===== src/rtl/stream_accumulator_pkg.sv =====
// Shared types for the stream accumulator: FSM state and sample count.
// Used by stream_accumulator and sat_add.
package stream_accumulator_pkg;

  typedef enum logic {
    ACCUM = 1'b0,
    HOLD  = 1'b1
  } state_e;

  typedef logic [15:0] cnt_t;

  localparam cnt_t CNT_ONE = 16'd1;

endpackage


===== src/rtl/sat_add.sv =====
// Signed adder of width W. Saturates when ACC_SATURATE_EN is defined,
// otherwise wraps. Ports: i_a, i_b addends; o_sum result; o_sat clamp flag.
module sat_add
  import stream_accumulator_pkg::*;
#(
  parameter int W = 36
) (
  input  logic [W-1:0] i_a,
  input  logic [W-1:0] i_b,
  output logic [W-1:0] o_sum,
  output logic         o_sat
);

  logic [W-1:0] w_raw;

  assign w_raw = i_a + i_b;

`ifdef ACC_SATURATE_EN
  logic w_ovf;

  // Overflow only when both operands share a sign the result lost.
  assign w_ovf = (i_a[W-1] == i_b[W-1]) &&
                 (w_raw[W-1] != i_a[W-1]);

  always_comb begin
    o_sum = w_raw;
    o_sat = w_ovf;
    if (w_ovf) begin
      o_sum = i_a[W-1] ? {1'b1, {(W-1){1'b0}}}
                       : {1'b0, {(W-1){1'b1}}};
    end
  end
`else
  assign o_sum = w_raw;
  assign o_sat = 1'b0;
`endif

endmodule


===== src/rtl/stream_accumulator.sv =====
// Sums signed sample vectors (VEC_LEN samples or up to in_last) and
// presents each sum with its sample count and a sticky saturation flag.
// Ports: clk, rst (async, active-high); in_valid/in_ready/in_data/in_last
// sample stream; out_valid/out_ready/out_data/out_count/out_sat results.
// Build option: ACC_SATURATE_EN selects clamping instead of wrapping.
module stream_accumulator
  import stream_accumulator_pkg::*;
#(
  parameter int DATA_WIDTH = 32,
  parameter int ACC_WIDTH  = 36,
  parameter int VEC_LEN    = 16
) (
  input  logic                  clk,
  input  logic                  rst,
  input  logic                  in_valid,
  output logic                  in_ready,
  input  logic [DATA_WIDTH-1:0] in_data,
  input  logic                  in_last,
  output logic                  out_valid,
  input  logic                  out_ready,
  output logic [ACC_WIDTH-1:0]  out_data,
  output logic [15:0]           out_count,
  output logic                  out_sat
);

  localparam cnt_t VEC_MAX = cnt_t'(VEC_LEN);

  state_e               r_state;
  state_e               w_state_nx;
  logic [ACC_WIDTH-1:0] r_acc;
  cnt_t                 r_cnt;
  logic                 r_sat;
  logic [ACC_WIDTH-1:0] r_out_data;
  cnt_t                 r_out_count;
  logic                 r_out_sat;

  logic                 w_in_fire;
  logic                 w_out_fire;
  logic                 w_first;
  logic                 w_done;
  logic [ACC_WIDTH-1:0] w_ext;
  logic [ACC_WIDTH-1:0] w_add_a;
  logic [ACC_WIDTH-1:0] w_sum;
  logic                 w_sat;
  logic                 w_sat_nx;
  cnt_t                 w_cnt_nx;

  // Holding a result only blocks input when downstream also stalls.
  assign in_ready   = (r_state == ACCUM) | out_ready;
  assign out_valid  = (r_state == HOLD);
  assign w_in_fire  = in_valid & in_ready;
  assign w_out_fire = out_valid & out_ready;

  // An empty accumulator (cnt 0) means this sample opens a vector.
  assign w_first  = (r_cnt == '0);
  assign w_ext    = ACC_WIDTH'($signed(in_data));
  assign w_add_a  = w_first ? '0 : r_acc;
  assign w_cnt_nx = w_first ? CNT_ONE : r_cnt + CNT_ONE;
  assign w_sat_nx = (r_sat & ~w_first) | w_sat;
  assign w_done   = w_in_fire &
                    ((w_cnt_nx == VEC_MAX) | in_last);

  sat_add #(
    .W(ACC_WIDTH)
  ) u_sat_add (
    .i_a  (w_add_a),
    .i_b  (w_ext),
    .o_sum(w_sum),
    .o_sat(w_sat)
  );

  always_comb begin
    w_state_nx = r_state;
    unique case (r_state)
      ACCUM: begin
        if (w_done) w_state_nx = HOLD;
      end
      HOLD: begin
        if (w_out_fire) w_state_nx = w_done ? HOLD : ACCUM;
      end
      default: w_state_nx = ACCUM;
    endcase
  end

  always_ff @(posedge clk or posedge rst) begin
    if (rst) begin
      r_state     <= ACCUM;
      r_acc       <= '0;
      r_cnt       <= '0;
      r_sat       <= 1'b0;
      r_out_data  <= '0;
      r_out_count <= '0;
      r_out_sat   <= 1'b0;
    end else begin
      r_state <= w_state_nx;
      if (w_done) begin
        r_acc       <= '0;
        r_cnt       <= '0;
        r_sat       <= 1'b0;
        r_out_data  <= w_sum;
        r_out_count <= w_cnt_nx;
        r_out_sat   <= w_sat_nx;
      end else if (w_in_fire) begin
        r_acc <= w_sum;
        r_cnt <= w_cnt_nx;
        r_sat <= w_sat_nx;
      end
    end
  end

  assign out_data  = r_out_data;
  assign out_count = r_out_count;
  assign out_sat   = r_out_sat;

endmodule


===== config.mk =====
export PLATFORM = sky130hd
export DESIGN_NAME = stream_accumulator
export DESIGN_NICKNAME = d
export VERILOG_FILES = /design/src/rtl/stream_accumulator_pkg.sv /design/src/rtl/sat_add.sv /design/src/rtl/stream_accumulator.sv
export SDC_FILE = /design/constraint.sdc
export NUM_CORES = 1
export LEC_CHECK = 0
export BUFFER_PORTS_ARGS = -buffer_cell sky130_fd_sc_hd__buf_2
export CORE_MARGIN = 2
export CORE_UTILIZATION = 30
export CTS_BUF_LIST = sky130_fd_sc_hd__clkbuf_16
export CTS_CLUSTER_DIAMETER = 60
export CTS_CLUSTER_SIZE = 16
export DETAILED_ROUTE_END_ITERATION = 6
export PLACE_DENSITY_LB_ADDON = 0.1
export RECOVER_POWER = 100
export SYNTH_ARGS = -nofsm -noshare
export SYNTH_HDL_FRONTEND = slang
export SYNTH_SLANG_ARGS = --single-unit

===== constraint.sdc =====
create_clock -name clk -period 5.3 [get_ports clk]
set_clock_uncertainty 0.2 [all_clocks]
set_input_delay 0.53 -clock clk [delete_from_list [all_inputs] [get_ports clk]]
set_output_delay 0.53 -clock clk [all_outputs]
set_load 0.02 [all_outputs]

### Word level (Yosys, flattened, before mapping)

Index checks and enable logic that the tools add are counted.
Widths: inputs -> output; s select.

* register bits: 107
* input bits: 37

* add/sub/neg operators: 2
* bitwise gates (word level): 8
* reduce and logical (&&, ||, !) cells: 2
* multiplexer cells: 11
* equal/unequal tests: 1

Operator list (count)
* $mux 36: 3
* $mux 16: 3
* $add 36x36->36: 1
* $add 16x1->16 const B: 1
* $eq 16x5->1 const B: 1
* $logic_not 16->1: 1
* $and 1x1->1: 4
* $mux 1: 4
* $not 1->1: 2
* $or 1x1->1: 2
* $pmux 1 s2: 1
* $reduce_bool 2->1: 1

### Depth between registers and ports, before layout

* word-level depth: 8
* gate-level depth with buffers: 19

### Cells and area by module

Synthesis repeated with hierarchy kept, for this count alone.

* cells, all modules: 769
* area total of the unflattened synthesis: 7023.0 um^2

By module, submodules not included
* stream_accumulator: times used 1, area each 4997.3 um^2, cells an instance 484
* sat_add: times used 1, area each 2025.7 um^2, cells an instance 285

### Worst setup path before layout

OpenSTA, ideal clock, no wires.

* kind: flip-flop to flip-flop
* from: register r_cnt[2]
* to: register r_out_data[28], in the netlist out_data[28]
* path buffers: 3
* data required time: 4.967 ns
* stages on the path, launching flop included: 19
* setup time: 0.133 ns
* arrival time: 4.290 ns
* setup slack: 0.677 ns
* cells stage by stage: dfrtp_1 clkbuf_1 nor4_1 nand4_1 clkbuf_1 clkbuf_1 and2_1 ha_1 fa_1 a21o_1 a221oi_2 o22ai_1 a2111oi_0 o21ai_1 a221o_1 a21oi_1 o41a_1 xor2_1 o21ai_0

* cells in the longest elaborated chain, start to end: 5
* elaborated cells on any way between the ends: 8
* classes of those cells: add/sub: 2; eq/ne: 1; mux: 2; bitwise: 2; reduce/logical: 1

Ends and longest elaborated chain
* from (decl): line stream_accumulator.sv:31 `cnt_t r_cnt;`
* from (signal assigned): line stream_accumulator.sv:105 `r_cnt <= w_cnt_nx;`
* $add 16x1->16 / $logic_not 16->1 (equally long branches): line stream_accumulator.sv:58, stream_accumulator.sv:55
* $mux 16: line stream_accumulator.sv:58 `assign w_cnt_nx = w_first ? CNT_ONE : r_cnt + CNT_ONE;`
* $eq 16x5->1: line stream_accumulator.sv:61 `((w_cnt_nx == VEC_MAX) | in_last);`
* $or 1x1->1: line stream_accumulator.sv:61
* $and 1x1->1: line stream_accumulator.sv:60 `assign w_done = w_in_fire &`
* to (signal assigned): line stream_accumulator.sv:100 `r_out_data <= w_sum;`
* to (decl): line stream_accumulator.sv:33 `logic [ACC_WIDTH-1:0] r_out_data;`

Several ways; a longest one is shown, not always the timed one.
A chain may end at the register's enable or synchronous reset.

### Worst setup path in the final report

* from: register r_cnt[0]
* to: register r_out_data[35], in the netlist out_data[35]

Same word-level chain as after synthesis.

==> summary.md <==
| Metric | Value |
|---|---|
| Status | finished with violations |
| Violated checks | capacitance limit, slew limit |
| R2R cell count | 17 |
| Mapped cell area | 6640 µm² |
| First-pass GRT wire length | 29970 µm |
| Final setup viols | 0 |
| Num CTS Buffers | 9 |
| Max clock buf depth | 2 |
| Slew Limit Headroom | -131.7% |
| ANT nets after route | 0 |
| Clk sinks | 107 |
| Pleak | 3.304 nW |
| Max Freq | 0.2000 GHz |
| Row count | 54 |
| Setup bufs post-CTS | 0 |
| # IOs | between 90 and 100 |
| Critical path origin | r_cnt[0]$_DFFE_PP0P_ |
| Largest net degree at the start of global routing | 77 |
| # diodes | 0 |
| Max-Cap Viols | 3 |
| Crit Path Category | flip-flop to flip-flop |
| Slowest CP cell | dfrtp_1 |
| Clk network pwr share | a little over a fifth |
| Core box area | 21760 µm² |
| Port-buffer cells | 91 |
| Synth area leaders | dfrtp_1, nand2_1, ha_1 |
| Final Net Count | between 800 and 900 |
| Hold_ws | 275.2 ps |
| Syn nets | 828 |
| Crit path required time | 5360 ps |
| GRT overflow | 0 |
| Switch share | 39.98% |
| Global Route Usage Sum | 15.79% |
| Clock slew at reported path FFs | 70 ps |
| CP Capture Point | out_data[35]$_DFFE_PP0P_ |
| Drt total wl | 18060 µm |
| Final Max Slew Viols | ~180 |
| VDD IR max | ~0.17 mV |
| Area leader, netlist | dfrtp_1 |
| Synth Warn # | 0 |
| Worst hold path type | flip-flop to flip-flop |
| DIE WIDTH | 152.8 µm |
| Post-synthesis sequential area ratio | about 40% |
| Setup ws final | 299.4 ps |
| Final Wtd Congestion | around 0.86 |
| Largest stage delay, worst path | 430 ps |
| Root Driver | clkbuf_16 |
| R2R setup slack | 300 ps |
| Drt pass-1 iters | 5 |
| Register area | roughly 2700 µm² |
| Layout fillers | 2288 |
| PD cells | 414.3 nW/µm² |
| Fraction of layout cells with a size suffix above 1 | a little under a tenth |
| Average size of a mapped cell | 8.818 µm² |
| Setup_tns | 0 ps |
| Vias in the first global route | 5561 |
| RSZ-0062 raised after global routing | no |
| Cell variety after synth | slightly above 60 |
| R2R Path Start | r_cnt[0]$_DFFE_PP0P_ |
| Placement Cell Area | 7340 µm² |
| Reg2Reg Capture Point | out_data[35]$_DFFE_PP0P_ |
| Flop pwr share | 36.7% |
| Ys async rst share | 100.0% |
| Initial core utilization | between 30 and 40% |
| Area taken by multi-input logic gates | about 3700 µm² |
| Period utilisation layout | ~94% |
| Area growth, synth to finish | 13.25% |
| Die area | 23340 µm² |
| Initial antenna violation count | 0 |
| Yosys top cell area share | 40.32% |
| Worst-Skew Late Latency | 360 ps |
| CP arrival | between 5000 and 6000 ps |
| Worst Tran Pin Value | roughly 3500 ps |
| Hold Buf Count CTS | 0 |
| Vias per inst | between 5 and 6 |
| Sw Pwr | between 1 and 1.5 mW |
| Crit path time final | 5001 ps |
| H-tree depth | 3 |
| Design area | 7520 µm² |
| Worst setup EP type | flip-flop |
| Internal | approximately 1.9 mW |
| CTS tree | built |
| Launch point of the worst hold path | r_acc[0]$_DFFE_PP0P_ |
| Logic pwr share | roughly two fifths |
| Register bit total from synthesis | ~110 |
| DP Wirelength | 13220 µm |
| Post-synth top cells | nand2_1, dfrtp_1, o21ai_0, a21oi_1, and2_1 |
| Fin. Hold Viols | 0 |
| Worst slack, placed | 467.1 ps |
| Avg WL per Cell | around 16 µm |
| Number of enable flip-flop cells after synthesis | 0 |
| Count leader, synth | nand2_1 |
| Crit-path max FO | 17 |
| Via count | 5637 |
| Gates resized, CTS repair | 0 |
| CP Launch Type | flip-flop |
| Die Ht | between 150 and 200 µm |
| Ys flop type | dfrtp_1 |
| Drt drc | 0 |
| Crit-path cells | inv_1, ha_1, nor4b_1, nand4_1, buf_4, and2_0, ha_1, a21o_1, a31oi_1, a21boi_1, a311o_1, a31oi_1, o31ai_2, a311o_1, and3_1, or3_1, a41oi_1 |
| Initial drt markers | 387 |
| Mapped Cells | 753 |
[worst max-delay path, delay by kind of cell (launching register included)]
| family | cells | cell delay (ps) |
|---|---|---|
| buf+inv | 2 | 320 |
| fa+ha+maj | 2 | 470 |
| flops | 1 | 430 |
| simple gates | 5 | 1290 |
| compound gates | 8 | 2190 |
[metrics by stage]
stage          cells  util, %  power [mW]
2_1_floorplan    753        -       2.091
3_3_place_gp    1088    33.74       2.485
3_5_place_dp    1088    33.74       2.501
4_1_cts         1104    35.08       3.212
5_1_grt         1104    34.56       3.363
6_report        1104    34.56       3.115
[flip-flops by register name, summed over array words and instances, names as in the netlist]
register / flops
r_acc: 36
out_count: 16
r_sat: 1
out_sat: 1
out_valid: 1
out_data: 36
r_cnt: 16
[metal layers]
layer | wire length, µm | part of all wire (%) | up-vias | track usage, %
met3 | 689 | 3.8 | 13 | 2.617
met5 | 0 | 0 | - | 0
met4 | 221 | 1.2 | 0 | 3.748
met1 | 8878 | 49 | 2723 | 22.18
li1 | - | - | 2780 | -
met2 | 8271 | 46 | 121 | 25.50
[placed cells by master (no fill, tap or decap), types with 4 or more instances in the layout]
| master | Yosys | final |
|---|---|---|
| a31oi_1 | 7 | 8 |
| ha_1 | 37 | 37 |
| nand2_1 | 125 | 126 |
| xor2_1 | 20 | 20 |
| o21ai_0 | 92 | 93 |
| nor3_1 | 7 | 7 |
| a311oi_1 | 4 | 4 |
| inv_1 | 17 | 17 |
| mux2_2 | 15 | 15 |
| o21bai_1 | 5 | 5 |
| nand2b_1 | 5 | 5 |
| nand4_1 | 13 | 13 |
| clkbuf_1 | 37 | 58 |
| buf_4 | 2 | 5 |
| a22o_1 | 7 | 7 |
| clkbuf_16 | 0 | 9 |
| and3_1 | 7 | 8 |
| a21oi_1 | 42 | 42 |
| buf_2 | 5 | 37 |
| nor2_1 | 28 | 28 |
| o31ai_1 | 17 | 17 |
| nor2b_1 | 5 | 5 |
| xnor2_1 | 30 | 30 |
| dfrtp_1 | 107 | 107 |
| and2_1 | 41 | 39 |
| a21o_1 | 15 | 15 |
| nand3_1 | 14 | 14 |
[cells by family after synthesis]
group / synth area share [%]
and+or+nand+nor: 18.82
AOI/OAI and AO/OA: 20.50
DFF: 40.32
buffers and inverters: 3.768
xor gates and xnor gates: 6.595
adders and majority gates: 7.273
muxes: 2.713
[how the worst min path moves through the flow]
stage                              end  slack (ps)  cells after the start
2_1_floorplan    r_acc[11]$_DFFE_PP0P_         240                      2
3_3_place_gp     r_acc[24]$_DFFE_PP0P_         250                      2
3_5_place_dp     r_acc[29]$_DFFE_PP0P_         260                      2
4_1_cts        out_data[0]$_DFFE_PP0P_         260                      2
5_1_grt          r_acc[21]$_DFFE_PP0P_         300                      2
6_report          r_acc[0]$_DFFE_PP0P_         280                      2
[power by group through the flow]
| stage | logic [mW] | registers, mW | clock network [mW] |
|---|---|---|---|
| 4_1_cts | 1.35 | 1.14 | 0.719 |
| 2_1_floorplan | 0.789 | 1.30 | 0 |
| 3_5_place_dp | 1.34 | 1.16 | 0 |
| 6_report | 1.29 | 1.14 | 0.684 |
| 3_3_place_gp | 1.34 | 1.15 | 0 |
| 5_1_grt | 1.44 | 1.18 | 0.745 |
[layout make-up]
class / instances / area share, %
Multi-Input combinational cell: 583 / 49.07
Timing Repair Buffer: 101 / 5.923
Inverter: 17 / 0.8652
Sequential cell: 107 / 35.61
Clock buffer: 9 / 2.995
Clock inverter: 7 / 0.8819
Tap cell: 280 / 4.659
No activity file was read; power rests on OpenSTA's default activity.
